`config.mk`:
```
export PLATFORM = sky130hd
export DESIGN_NAME = extmem_arb_flat
export DESIGN_NICKNAME = d
export VERILOG_FILES = /design/src/rtl/extmem_arb_if.sv /design/src/rtl/extmem_arb.sv /design/src/flat_wrapper.sv
export SDC_FILE = /design/constraint.sdc
export NUM_CORES = 1
export LEC_CHECK = 0
export BUFFER_PORTS_ARGS = -buffer_cell sky130_fd_sc_hd__buf_4
export CORE_MARGIN = 5
export CORE_UTILIZATION = 30
export CTS_CLUSTER_SIZE = 20
export DETAILED_ROUTE_END_ITERATION = 7
export PLACE_DENSITY = 0.66
export SYNTH_ARGS = -nofsm -noshare
export SYNTH_HDL_FRONTEND = slang
export SYNTH_SLANG_ARGS = --single-unit
```
`constraint.sdc`:
```
create_clock -name CLOCK -period 2.2 [get_ports CLOCK]
set_input_delay 0.22 -clock CLOCK [delete_from_list [all_inputs] [get_ports CLOCK]]
set_output_delay 0.22 -clock CLOCK [all_outputs]
set_load 0.05 [all_outputs]
```
`src/rtl/extmem_arb_if.sv`:
```
// rtl/extmem_arb_if.sv - requester and RAM port bundle for the external memory arbiter
interface extmem_arb_if;
    logic        p0_req;
    logic [16:0] p0_addr;
    logic [17:0] p0_wdata;
    logic [1:0]  p0_wena;
    logic        p0_gnt;
    logic        p0_rvalid;
    logic [17:0] p0_rdata;

    logic        p1_req;
    logic [16:0] p1_addr;
    logic [17:0] p1_wdata;
    logic [1:0]  p1_wena;
    logic        p1_gnt;
    logic        p1_rvalid;
    logic [17:0] p1_rdata;

    logic [16:0] extmemaddr;
    logic [17:0] extmemdout;
    logic [17:0] extmemdin;
    logic        extmemenab;
    logic [1:0]  extmemwena;
    logic [3:0]  p1_starved;

    // Arbiter side
    modport slave (
        input  p0_req, p0_addr, p0_wdata, p0_wena,
        output p0_gnt, p0_rvalid, p0_rdata,
        input  p1_req, p1_addr, p1_wdata, p1_wena,
        output p1_gnt, p1_rvalid, p1_rdata,
        output extmemaddr, extmemdout, extmemenab, extmemwena,
        input  extmemdin,
        output p1_starved
    );

    // Requester / RAM side
    modport master (
        output p0_req, p0_addr, p0_wdata, p0_wena,
        input  p0_gnt, p0_rvalid, p0_rdata,
        output p1_req, p1_addr, p1_wdata, p1_wena,
        input  p1_gnt, p1_rvalid, p1_rdata,
        input  extmemaddr, extmemdout, extmemenab, extmemwena,
        output extmemdin,
        input  p1_starved
    );
endinterface

```
`src/rtl/extmem_arb.sv`:
```
// rtl/extmem_arb.sv - two-port priority arbiter and sequencer for the external block RAM
module extmem_arb #(
    parameter int LATENCY = 3,
    parameter int STARVE  = 4
) (
    input  logic         CLOCK,
    input  logic         RESET_N,
    extmem_arb_if.slave  bus
);

    typedef enum logic {IDLE, ACCESS} state_t;

    localparam logic [3:0] LAT_M1   = 4'(LATENCY - 1);
    localparam logic [3:0] STARVE_L = 4'(STARVE);

    state_t     state;
    state_t     state_nxt;
    logic [3:0] cnt;
    logic [3:0] stc;
    logic       own;
    logic       p0_win;
    logic       p1_win;
    logic       done;

    assign bus.p1_starved = stc;

    // State register
    always_ff @(posedge CLOCK) begin
        if (!RESET_N) state <= IDLE;
        else          state <= state_nxt;
    end

    // Arbitration and sequencing decisions; port 1 only beats port 0 once starved
    always_comb begin
        state_nxt = state;
        p0_win    = 1'b0;
        p1_win    = 1'b0;
        done      = 1'b0;
        case (state)
            IDLE: begin
                p1_win = bus.p1_req & (~bus.p0_req | (stc == STARVE_L));
                p0_win = bus.p0_req & ~p1_win;
                if (p0_win | p1_win) state_nxt = ACCESS;
            end
            ACCESS: begin
                if (cnt == 4'd0) begin
                    done      = 1'b1;
                    state_nxt = IDLE;
                end
            end
        endcase
    end

    // RAM port, grant/completion pulses and read capture; extmemwena doubles as the read/write flag
    always_ff @(posedge CLOCK) begin
        if (!RESET_N) begin
            cnt            <= '0;
            own            <= 1'b0;
            bus.extmemaddr <= '0;
            bus.extmemdout <= '0;
            bus.extmemenab <= 1'b0;
            bus.extmemwena <= '0;
            bus.p0_gnt     <= 1'b0;
            bus.p1_gnt     <= 1'b0;
            bus.p0_rvalid  <= 1'b0;
            bus.p1_rvalid  <= 1'b0;
            bus.p0_rdata   <= '0;
            bus.p1_rdata   <= '0;
        end else begin
            bus.p0_gnt    <= 1'b0;
            bus.p1_gnt    <= 1'b0;
            bus.p0_rvalid <= 1'b0;
            bus.p1_rvalid <= 1'b0;
            if (p0_win | p1_win) begin
                bus.extmemaddr <= p1_win ? bus.p1_addr  : bus.p0_addr;
                bus.extmemdout <= p1_win ? bus.p1_wdata : bus.p0_wdata;
                bus.extmemwena <= p1_win ? bus.p1_wena  : bus.p0_wena;
                bus.extmemenab <= 1'b1;
                bus.p0_gnt     <= p0_win;
                bus.p1_gnt     <= p1_win;
                own            <= p1_win;
                cnt            <= LAT_M1;
            end else if (state == IDLE) begin
                bus.extmemenab <= 1'b0;
                bus.extmemwena <= '0;
            end else if (!done) begin
                cnt <= cnt - 4'd1;
            end
            if (done) begin
                if (bus.extmemwena == 2'b00) begin
                    if (own) bus.p1_rdata <= bus.extmemdin;
                    else     bus.p0_rdata <= bus.extmemdin;
                end
                bus.p0_rvalid  <= ~own;
                bus.p1_rvalid  <= own;
                bus.extmemenab <= 1'b0;
                bus.extmemwena <= '0;
            end
        end
    end

    // Starvation count: grows on port 0 grants while port 1 waits, cleared when port 1 is served or idle
    always_ff @(posedge CLOCK) begin
        if (!RESET_N) begin
            stc <= '0;
        end else if (state == IDLE) begin
            if (!bus.p1_req || p1_win)          stc <= '0;
            else if (p0_win && stc != STARVE_L) stc <= stc + 4'd1;
        end
    end

endmodule

```
`src/flat_wrapper.sv`:
```
// flat-port wrapper written by rule: the top's interface ports become plain ports
module extmem_arb_flat 
#(
    parameter int LATENCY = 3,
    parameter int STARVE  = 4
)
  (CLOCK, RESET_N, bus_p0_req, bus_p0_addr, bus_p0_wdata, bus_p0_wena, bus_p0_gnt, bus_p0_rvalid, bus_p0_rdata, bus_p1_req, bus_p1_addr, bus_p1_wdata, bus_p1_wena, bus_p1_gnt, bus_p1_rvalid, bus_p1_rdata, bus_extmemaddr, bus_extmemdout, bus_extmemenab, bus_extmemwena, bus_extmemdin, bus_p1_starved);
  extmem_arb_if bus_i ();
  input  logic CLOCK;
  input  logic RESET_N;
  input wire logic [$bits(bus_i.p0_req)-1:0] bus_p0_req;
  input wire logic [$bits(bus_i.p0_addr)-1:0] bus_p0_addr;
  input wire logic [$bits(bus_i.p0_wdata)-1:0] bus_p0_wdata;
  input wire logic [$bits(bus_i.p0_wena)-1:0] bus_p0_wena;
  output wire logic [$bits(bus_i.p0_gnt)-1:0] bus_p0_gnt;
  output wire logic [$bits(bus_i.p0_rvalid)-1:0] bus_p0_rvalid;
  output wire logic [$bits(bus_i.p0_rdata)-1:0] bus_p0_rdata;
  input wire logic [$bits(bus_i.p1_req)-1:0] bus_p1_req;
  input wire logic [$bits(bus_i.p1_addr)-1:0] bus_p1_addr;
  input wire logic [$bits(bus_i.p1_wdata)-1:0] bus_p1_wdata;
  input wire logic [$bits(bus_i.p1_wena)-1:0] bus_p1_wena;
  output wire logic [$bits(bus_i.p1_gnt)-1:0] bus_p1_gnt;
  output wire logic [$bits(bus_i.p1_rvalid)-1:0] bus_p1_rvalid;
  output wire logic [$bits(bus_i.p1_rdata)-1:0] bus_p1_rdata;
  output wire logic [$bits(bus_i.extmemaddr)-1:0] bus_extmemaddr;
  output wire logic [$bits(bus_i.extmemdout)-1:0] bus_extmemdout;
  output wire logic [$bits(bus_i.extmemenab)-1:0] bus_extmemenab;
  output wire logic [$bits(bus_i.extmemwena)-1:0] bus_extmemwena;
  input wire logic [$bits(bus_i.extmemdin)-1:0] bus_extmemdin;
  output wire logic [$bits(bus_i.p1_starved)-1:0] bus_p1_starved;
  assign bus_i.p0_req = bus_p0_req;
  assign bus_i.p0_addr = bus_p0_addr;
  assign bus_i.p0_wdata = bus_p0_wdata;
  assign bus_i.p0_wena = bus_p0_wena;
  assign bus_p0_gnt = bus_i.p0_gnt;
  assign bus_p0_rvalid = bus_i.p0_rvalid;
  assign bus_p0_rdata = bus_i.p0_rdata;
  assign bus_i.p1_req = bus_p1_req;
  assign bus_i.p1_addr = bus_p1_addr;
  assign bus_i.p1_wdata = bus_p1_wdata;
  assign bus_i.p1_wena = bus_p1_wena;
  assign bus_p1_gnt = bus_i.p1_gnt;
  assign bus_p1_rvalid = bus_i.p1_rvalid;
  assign bus_p1_rdata = bus_i.p1_rdata;
  assign bus_extmemaddr = bus_i.extmemaddr;
  assign bus_extmemdout = bus_i.extmemdout;
  assign bus_extmemenab = bus_i.extmemenab;
  assign bus_extmemwena = bus_i.extmemwena;
  assign bus_i.extmemdin = bus_extmemdin;
  assign bus_p1_starved = bus_i.p1_starved;
  extmem_arb #(.LATENCY(LATENCY), .STARVE(STARVE)) u_core (.CLOCK(CLOCK), .RESET_N(RESET_N), .bus(bus_i));
endmodule
```
==> out/metrics.csv, run 1 <==
stage,metric,value,unit
status,status,"finished, final reports clean",
detailed_routing,DRT iter0 DRCs,339,
floorplan,# IOs,178,
layout,area grow syn2layout,44.1,%
detailed_routing,final WL,12500,um
power_and_ir_drop,Lkg Pwr,0.00275,uW
clock_tree,CTS clock-pin slew for the worst setup and hold paths,60,ps
setup_path,CP arrival,1930,ps
layout,number of standard cells in the final layout excluding fillers,773,
setup_path,crit-path max FO,18,
placed_design,GPL Wtd Cong,0.789,
detailed_routing,drt pass-1 iters,7,
clock_tree,CTS tree,built,
layout,ANT cells,0,
detailed_routing,# DRC,0,
global_routing,initial antenna violation count,0,
job,Max-cap violations,0,
clock_tree,H-tree depth,3,
floorplan,Horiz. Die Dim,125,um
timing,setup TNS,0,ps
detailed_routing,met3 wire length,1110,um
hold_path,hold-critical path depth,3,
detailed_routing,Via density,5.18,
timing,fmax,594,MHz
setup_path,FF-to-FF End,u_core.bus.p1_rdata[9],
clock_tree,number of setup buffers added after CTS,0,
timing,min Tclk post-route,1680,ps
setup_path,Worst Path Required,2450,ps
detailed_routing,top sig layer,met4,
global_routing,total track usage,15.5,%
hold_path,Hold WC Path Type,input pin to register,
timing,Final period util,76.5,%
layout,FF/Latch Area,0.00176,mm2
clock_tree,total clock sinks,88,
power_and_ir_drop,PD cells,758,mW/mm2
floorplan,die area,0.0157,mm2
yosys,Synth Instances,437,
yosys,"Seq/Total Area, Yosys",44.1,%
setup_path,FF-to-FF Start,u_core.cnt[0],
layout,filler instances,1256,
yosys,post-synthesis net count,537,
layout,layout cells sized above 1,36.2,%
yosys,Syn Area/Cell,9.14,um2
global_routing,grt ovf,0,
yosys,Netlist Area Pre-Place,0.00399,mm2
timing,hold violation total from the final report,0,
clock_tree,CTS max path bufs,2,
timing,Worst slew margin,26.0,%
layout,nets@finish,694,
timing,Worst-Margin Slew,1110,ps
floorplan,Die Span Y,125,um
setup_path,crit path capture type,register,
floorplan,Placeable Area,0.0131,mm2
detailed_routing,WL per Instance,16.2,um
global_routing,vias in the first global route,4099,
global_routing,largest net degree at the start of global routing,84,
timing,Final WS setup,517,ps
clock_tree,CTS Buf Count,9,
detailed_routing,total number of vias,4001,
hold_path,Hold Startpoint,bus_p0_wdata[2],
floorplan,Initial Utilization,30.4,%
global_routing,first-pass GRT wire length,20100,um
clock_tree,PostCTS Resize Cnt,0,
clock_tree,Clock Latency Late Sink,330,ps
power_and_ir_drop,Comb pwr share,24.8,%
detailed_routing,Antenna Nets Post-Route,0,
power_and_ir_drop,switch share,31.4,%
setup_path,r2r setup slk,520,ps
layout,post-route core utilization,43.8,%
setup_path,worst-case reg-to-reg path depth,6,
setup_path,critical path class,register to register,
yosys,Synth cell types,39,
timing,final setup vio count,0,
power_and_ir_drop,Peak VDD IR,347,uV
yosys,"EDFF count, synth",0,
placed_design,hpwl dp,9040,um
power_and_ir_drop,clock share of power,34.4,%
yosys,asr flop ratio synth,0,%
timing,Slew Limit Fails,0,
yosys,Ys Warns,0,
clock_tree,Clock Tree Root,clkbuf_16,
timing,Worst Skew,5.67,ps
layout,"most common cell after layout, fill and taps aside",buf_4,
layout,multi-input gate area in the final layout,0.00188,mm2
timing,unrepaired setup endpoints after global routing,false,
floorplan,std cell rows,42,
placed_design,Place WS,418,ps
placed_design,# placed instances,759,
power_and_ir_drop,NetSw,1370,uW
yosys,"Top FF cell, synth",dfxtp_1,
placed_design,Buffers on Ports,177,
layout,"commonest cells after routing, fill and taps aside","buf_4 (190), dfxtp_1 (88), nand2_1 (60)",
power_and_ir_drop,Flop pwr share,40.8,%
hold_path,"Endpoint, Worst Hold",u_core.bus.extmemdout[2],
detailed_routing,Metal-1 WL,5400,um
detailed_routing,met2 routed WL,5800,um
clock_tree,Hold Buf Count CTS,0,
yosys,Yosys reg bits,88,
power_and_ir_drop,Internal,2990,uW
setup_path,Worst Setup Start Kind,register,
## critical path: stages (launching register included)
cell      delay (ps)
dfxtp_1          350
inv_1             90
ha_1             220
and4bb_2         290
nand3_1           90
buf_4            320
mux2i_1          240
## layout make-up
| cell class | instances | area share (%) |
|---|---|---|
| Timing Repair Buffer | 191 | 25.1 |
| Sequential cell | 88 | 30.6 |
| Clock inverter | 3 | 0.761 |
| Tap cell | 176 | 3.83 |
| Clock buffer | 11 | 4.22 |
| Multi-Input combinational cell | 261 | 32.6 |
| Inverter | 43 | 2.81 |
## logic make-up (layout without fill, tap and decap cells)
kind of cell / Yosys count / in the layout / share of synthesized area (%)
simple gates: 128 / 128 / 15.1
mux: 41 / 41 / 10.3
xor+xnor: 1 / 1 / 0.219
buf+inv: 88 / 248 / 9.43
compound gates: 87 / 87 / 19.5
flops: 88 / 88 / 44.1
fa+ha+maj: 4 / 4 / 1.25
## flip-flops by register name, summed over array words and instances, names as in the netlist
name                   cells
u_core.cnt                 4
u_core.bus.p0_gnt          1
u_core.bus.extmemaddr     17
u_core.bus.p1_gnt          1
u_core.bus.p0_rdata       18
u_core.bus.p0_rvalid       1
u_core.bus.extmemwena      2
u_core.bus.extmemdout     18
u_core.bus.extmemenab      1
u_core.bus.p1_rvalid       1
u_core.state               1
u_core.bus.p1_rdata       18
u_core.bus.p1_starved      4
u_core.own                 1
## per-stage QoR
stage / area, um2 / hold WS (ps) / total power (uW)
5_1_grt: 5750 / 170 / 4550
3_3_place_gp: 5470 / 441 / 2880
3_5_place_dp: 5470 / 441 / 2900
4_1_cts: 5750 / 150 / 4410
6_report: 5750 / 165 / 4360
2_1_floorplan: 3990 / 381 / 2490
## cell usage after synthesis, types with 2 or more instances
cell,number,area (um2)
nand3_1,43,215
a21o_1,2,15.0
buf_2,7,35.0
ha_1,4,50.1
nand3b_1,3,22.5
buf_6,4,45.0
inv_1,43,161
buf_4,2,15.0
dfxtp_1,88,1760
clkbuf_1,31,116
and2_1,2,12.5
mux2i_1,39,390
nor2_1,4,15.0
a21oi_1,4,20.0
o2111ai_1,35,307
o311ai_2,6,97.6
o311ai_1,29,254
a211oi_1,5,37.5
and3_1,3,18.8
nor3_1,3,15.0
nand4_1,2,12.5
nor2b_1,2,12.5
nand2_1,60,225
## worst max path at each step
stage                                  start                       end  slack (ps)  depth (start not counted)
floorplan           u_core.bus.p1_starved[0]  u_core.bus.p1_starved[3]         350                          6
global placement                  bus_p0_req  u_core.bus.extmemdout[2]         490                          3
detailed placement                bus_p0_req  u_core.bus.extmemdout[8]         420                          3
CTS                            u_core.cnt[0]    u_core.bus.p1_rdata[9]         510                          6
global route                   u_core.cnt[0]   u_core.bus.p1_rdata[17]         410                          6
finish                         u_core.cnt[0]    u_core.bus.p1_rdata[9]         520                          6
## power by group through the flow
stage / logic (uW) / registers, uW / clock network (uW)
6_report: 1080 / 1780 / 1500
5_1_grt: 1160 / 1790 / 1610
4_1_cts: 1090 / 1780 / 1550
3_5_place_dp: 1090 / 1810 / 0
3_3_place_gp: 1070 / 1810 / 0
2_1_floorplan: 354 / 2140 / 0
## per-layer routing
metal | vias up | track usage (%)
met2 | 211 | 25.2
met3 | 21 | 4.18
met5 | - | 0
li1 | 1900 | -
met4 | 0 | 6.82
met1 | 1869 | 19.1
Note: power is estimated with default switching activity, not from simulation.
==> inputs of run 2 (changes only) <==
- PLACE_DENSITY: 0.66 -> 0.68
- clock period: 2.2 -> 1.4 ns (I/O delays scaled with it)
==> out/metrics.csv, run 2 (synthesized netlist as in run 1, its figures left out) <==
stage,metric,value,unit
status,status,finished with violations,
status,failing checks,setup timing,
detailed_routing,Via density,5.35,
detailed_routing,DRT iter0 DRCs,290,
placed_design,# placed instances,769,
detailed_routing,total number of vias,4330,
setup_path,crit path capture type,register,
timing,Slew Limit Fails,0,
clock_tree,CTS tree,built,
timing,Worst-Margin Slew,699,ps
timing,Final period util,107,%
timing,min Tclk post-route,1490,ps
global_routing,largest net degree at the start of global routing,70,
hold_path,Hold WC Path Type,input pin to register,
timing,Worst slew margin,53.2,%
floorplan,Die Span Y,125,um
setup_path,CP arrival,1720,ps
power_and_ir_drop,Comb pwr share,31.2,%
global_routing,GR met2 Demand/Resource,27.5,%
power_and_ir_drop,Lkg Pwr,0.00333,uW
setup_path,Worst Path Required,1630,ps
clock_tree,Clock Tree Root,clkbuf_16,
clock_tree,CTS max path bufs,2,
power_and_ir_drop,switch share,34.3,%
placed_design,Buffers on Ports,177,
global_routing,initial antenna violation count,0,
clock_tree,Clock Latency Late Sink,350,ps
timing,Worst Skew,15.9,ps
layout,Largest regs,"u_core.bus.extmemdout (18), u_core.bus.p0_rdata (18), u_core.bus.p1_rdata (18)",
placed_design,hpwl dp,9520,um
detailed_routing,drt pass-1 iters,4,
setup_path,crit-path max FO,6,
detailed_routing,WL per Instance,19.2,um
layout,area grow syn2layout,73.8,%
floorplan,std cell rows,42,
layout,"most common cell after layout, fill and taps aside",buf_4,
timing,Min Hold Slack,74.1,ps
layout,nets@finish,729,
layout,post-route core utilization,52.8,%
layout,layout cells sized above 1,51.3,%
power_and_ir_drop,PD cells,1070,mW/mm2
timing,unrepaired setup endpoints after global routing,true,
global_routing,GR met3 Demand/Resource,6.57,%
setup_path,critical path class,register to register,
power_and_ir_drop,Internal,4880,uW
power_and_ir_drop,clock share of power,31.2,%
clock_tree,Hold Buf Count CTS,0,
job,Max-cap violations,0,
timing,Final WS setup,-92.4,ps
layout,number of standard cells in the final layout excluding fillers,809,
floorplan,Initial Utilization,30.4,%
detailed_routing,final WL,15600,um
detailed_routing,Antenna Nets Post-Route,0,
power_and_ir_drop,total power,7430,uW
timing,final setup vio count,51,
clock_tree,H-tree depth,3,
global_routing,gr busiest metal,met2,
detailed_routing,# DRC,0,
setup_path,Critical-path top delay cell,dfxtp_2,
clock_tree,CTS clock-pin slew for the worst setup and hold paths,80,ps
layout,"commonest cells after routing, fill and taps aside","buf_4 (200), dfxtp_1 (81), nand2_1 (60)",
global_routing,grt ovf,0,
setup_path,CP max stage delay,330,ps
power_and_ir_drop,Flop pwr share,37.5,%
timing,hold violation total from the final report,0,
floorplan,die area,0.0157,mm2
floorplan,Horiz. Die Dim,125,um
layout,ANT cells,0,
power_and_ir_drop,Peak VDD IR,677,uV
floorplan,# IOs,178,
global_routing,first-pass GRT wire length,21800,um
global_routing,met1 usage,20.6,%
global_routing,total track usage,16.9,%
setup_path,crit-path cells,inv_2 -> ha_4 -> and4bb_4 -> nand3b_1 -> buf_6 -> clkbuf_16 -> mux2i_1,
global_routing,vias in the first global route,4155,
clock_tree,total clock sinks,88,
clock_tree,CTS Buf Count,9,
placed_design,GPL Wtd Cong,0.843,
floorplan,Placeable Area,0.0131,mm2
power_and_ir_drop,NetSw,2550,uW
timing,fmax,670,MHz
setup_path,Worst Setup Start Kind,register,
run 2: changes by cell type in the layout (fill, tap and decap cells not counted), moves of 4 or more:
| cell | previous run | this run |
|---|---|---|
| o311ai_1 | 29 | 0 |
| o2111ai_2 | 0 | 20 |
| inv_1 | 43 | 39 |
| o311ai_4 | 0 | 20 |
| buf_12 | 1 | 9 |
| o311ai_2 | 6 | 15 |
| buf_6 | 0 | 6 |
| buf_4 | 190 | 200 |
| dfxtp_1 | 88 | 81 |
| clkbuf_16 | 9 | 15 |
| o2111ai_1 | 35 | 15 |
| dfxtp_2 | 0 | 5 |
run 2: power by group through the flow:
stage	Sequential [uW]	Clock [uW]	Combinational [uW]
2_1_floorplan	3360	0	579
3_3_place_gp	2830	0	1780
3_5_place_dp	2830	0	1820
4_1_cts	2780	2350	1910
5_1_grt	2810	2480	2430
6_report	2790	2320	2320
run 2: worst paths after layout:
path | start | cells after the start | slack (ps) | endpoint
worst max register to register | u_core.cnt[0] | 7 | -90 | u_core.bus.p0_rdata[9]
worst min-delay path | bus_extmemdin[2] | 3 | 70 | u_core.bus.p0_rdata[2]
worst max-delay path | u_core.cnt[0] | 7 | -90 | u_core.bus.p0_rdata[9]
worst min register to register | u_core.bus.p0_rdata[2] | 2 | 460 | u_core.bus.p0_rdata[2]
run 2: critical path, delay by kind of cell (launching register included):
kind,cells,cell delay (ps)
and+or+nand+nor,2,400
buffers and inverters,3,390
DFF,1,330
adders and majority gates,1,130
muxes,1,120
run 2: final cells by class:
class	count	area, um2
clock buffer	10	239
clock inverter	5	40.0
fill	1126	6200
inverter	43	164
multi-input combinational	264	2560
sequential	88	1780
tap	176	220
timing repair buffer	223	1940
run 2: timing repair:
item	CTS	global route
cloned	2	11
buffers inserted	2	10
gates resized for setup	23	70
pin swaps	3	4
endpoints found under the setup margin	74	75
run 2: stage by stage:
stage,area (um2),setup slack (ps),TNS (ps)
2_1_floorplan,4070,-39.4,-278
3_3_place_gp,5660,-43.9,-1120
3_5_place_dp,5660,-168,-4090
4_1_cts,6120,-33.6,-487
5_1_grt,6940,-169,-6500
6_report,6940,-92.4,-3220
run 2: per-layer routing:
| layer | part of all wire (%) | vias to the layer above |
|---|---|---|
| li1 | - | 1989 |
| met1 | 40 | 2081 |
| met2 | 48 | 230 |
| met3 | 9.9 | 30 |
| met4 | 2.6 | 0 |
| met5 | 0 | - |
==> inputs of run 3 (changes only) <==
- BUFFER_PORTS_ARGS: -buffer_cell sky130_fd_sc_hd__buf_4 -> -buffer_cell sky130_fd_sc_hd__buf_2
==> out/metrics.csv, run 3 (synthesized netlist as in run 1, its figures left out) <==
stage,metric,value,unit
setup_path,Worst Path Required,1660,ps
job,Max-cap violations,0,
setup_path,FF-to-FF Start,u_core.cnt[1],
status,failing checks,setup timing,
global_routing,first-pass GRT wire length,21200,um
detailed_routing,Via density,5.24,
timing,Worst-Margin Slew,451,ps
placed_design,hpwl dp,9460,um
timing,unrepaired setup endpoints after global routing,true,
timing,fmax,671,MHz
detailed_routing,DRT iter0 DRCs,260,
timing,final setup vio count,47,
hold_path,Hold WC Path Type,input pin to register,
timing,min Tclk post-route,1490,ps
global_routing,vias in the first global route,4278,
floorplan,die area,0.0157,mm2
floorplan,Horiz. Die Dim,125,um
global_routing,grt ovf,0,
layout,Largest regs,"u_core.bus.extmemdout (18), u_core.bus.p0_rdata (18), u_core.bus.p1_rdata (18)",
floorplan,std cell rows,42,
clock_tree,CTS clock-pin slew for the worst setup and hold paths,70,ps
global_routing,total track usage,16.6,%
status,status,finished with violations,
setup_path,Worst Setup Start Kind,register,
floorplan,Initial Utilization,30.4,%
power_and_ir_drop,clock share of power,33.5,%
floorplan,Die Span Y,125,um
power_and_ir_drop,PD cells,1150,mW/mm2
setup_path,critical path class,register to register,
layout,"most common cell after layout, fill and taps aside",buf_2,
hold_path,"Endpoint, Worst Hold",u_core.bus.extmemaddr[8],
layout,layout cells sized above 1,49.4,%
setup_path,crit-path max FO,5,
clock_tree,Clock Tree Root,clkbuf_16,
hold_path,hold-critical path depth,3,
layout,number of standard cells in the final layout excluding fillers,793,
clock_tree,H-tree depth,3,
clock_tree,Clock Latency Late Sink,340,ps
layout,ANT cells,0,
global_routing,largest net degree at the start of global routing,70,
power_and_ir_drop,Flop pwr share,38.5,%
timing,hold violation total from the final report,0,
layout,area grow syn2layout,57.5,%
power_and_ir_drop,Comb pwr share,28.0,%
timing,Slew Limit Fails,0,
detailed_routing,total number of vias,4155,
timing,Worst slew margin,69.9,%
timing,Final period util,107,%
global_routing,initial antenna violation count,1,
power_and_ir_drop,NetSw,2390,uW
detailed_routing,drt pass-1 iters,4,
power_and_ir_drop,Lkg Pwr,0.00314,uW
timing,Worst Skew,10.5,ps
power_and_ir_drop,Peak VDD IR,513,uV
placed_design,GPL Wtd Cong,0.803,
placed_design,Buffers on Ports,177,
setup_path,CP arrival,1750,ps
clock_tree,CTS Buf Count,9,
setup_path,FF-to-FF End,u_core.bus.p0_rdata[0],
floorplan,Placeable Area,0.0131,mm2
floorplan,# IOs,178,
detailed_routing,Antenna Nets Post-Route,0,
power_and_ir_drop,total power,7210,uW
setup_path,r2r setup slk,-90,ps
clock_tree,CTS max path bufs,2,
layout,"commonest cells after routing, fill and taps aside","buf_2 (176), dfxtp_1 (81), nand2_1 (60)",
detailed_routing,final WL,14400,um
timing,Final WS setup,-91.1,ps
power_and_ir_drop,switch share,33.2,%
clock_tree,CTS tree,built,
timing,setup TNS,-1780,ps
setup_path,crit path capture type,register,
hold_path,Hold Startpoint,bus_p1_addr[8],
power_and_ir_drop,Internal,4820,uW
layout,nets@finish,712,
clock_tree,total clock sinks,88,
detailed_routing,# DRC,0,
detailed_routing,WL per Instance,18.2,um
setup_path,worst-case reg-to-reg path depth,7,
placed_design,# placed instances,768,
timing,Min Hold Slack,82.7,ps
## run 3: layout make-up
class / instances / area, um2
inverter: 43 / 164
multi-input combinational: 261 / 2480
clock buffer: 12 / 246
sequential: 88 / 1780
timing repair buffer: 209 / 1350
fill: 1237 / 6850
clock inverter: 4 / 45.0
tap: 176 / 220
## run 3: worst max-delay path by stage
| stage | from | end | slack, ps | depth (start not counted) |
|---|---|---|---|---|
| 6_report | u_core.cnt[1] | u_core.bus.p0_rdata[0] | -90 | 7 |
| 5_1_grt | u_core.bus.p1_starved[1] | u_core.bus.extmemdout[1] | -140 | 6 |
| 2_1_floorplan | u_core.bus.p1_starved[1] | u_core.bus.extmemdout[11] | -40 | 7 |
| 4_1_cts | u_core.cnt[0] | u_core.bus.p0_rdata[6] | -40 | 6 |
| 3_5_place_dp | u_core.cnt[0] | u_core.bus.extmemwena[0] | -100 | 5 |
| 3_3_place_gp | u_core.cnt[1] | u_core.bus.extmemwena[1] | 2 | 5 |
## run 3: power groups by stage
| stage | logic, uW | clock network, uW | registers (uW) |
|---|---|---|---|
| after floorplan | 579 | 0 | 3360 |
| after global placement | 1640 | 0 | 2820 |
| after detailed placement | 1680 | 0 | 2820 |
| after CTS | 1730 | 2460 | 2770 |
| after global routing | 2130 | 2570 | 2790 |
| final | 2020 | 2410 | 2780 |
## run 3: repair_timing
action | in CTS | in global routing
hold buffers | 0 | 0
pin swaps | 2 | 3
buffers inserted | 1 | 1
gates resized for setup | 16 | 68
gates cloned | 1 | 6
setup endpoints to repair | 54 | 77
## run 3: routing by layer
| metal | wire (um) | vias up | GRT usage (%) | share of wire, % |
|---|---|---|---|---|
| met2 | 6910 | 217 | 26.3 | 48 |
| li1 | - | 1937 | - | - |
| met1 | 5610 | 1963 | 19.5 | 39 |
| met4 | 415 | 2 | 7.91 | 2.9 |
| met5 | 13 | - | 0 | 0.090 |
| met3 | 1460 | 36 | 6.57 | 10 |
## run 3: stage by stage
| stage | worst slack [ps] | util [%] | area (um2) |
|---|---|---|---|
| after floorplan | -39.4 | - | 4070 |
| after global placement | 1.86 | 39.9 | 5250 |
| after detailed placement | -104 | 39.9 | 5250 |
| after CTS | -43.3 | 43.2 | 5670 |
| after global routing | -140 | 47.9 | 6290 |
| final | -91.1 | 47.9 | 6290 |
## run 3: critical path, cell delays in order, from the launching register on
cell       delay, ps
dfxtp_2          320
inv_2             80
ha_4             140
and4bb_4         280
nand3b_1         100
buf_6            160
clkbuf_16        160
mux2i_1          170
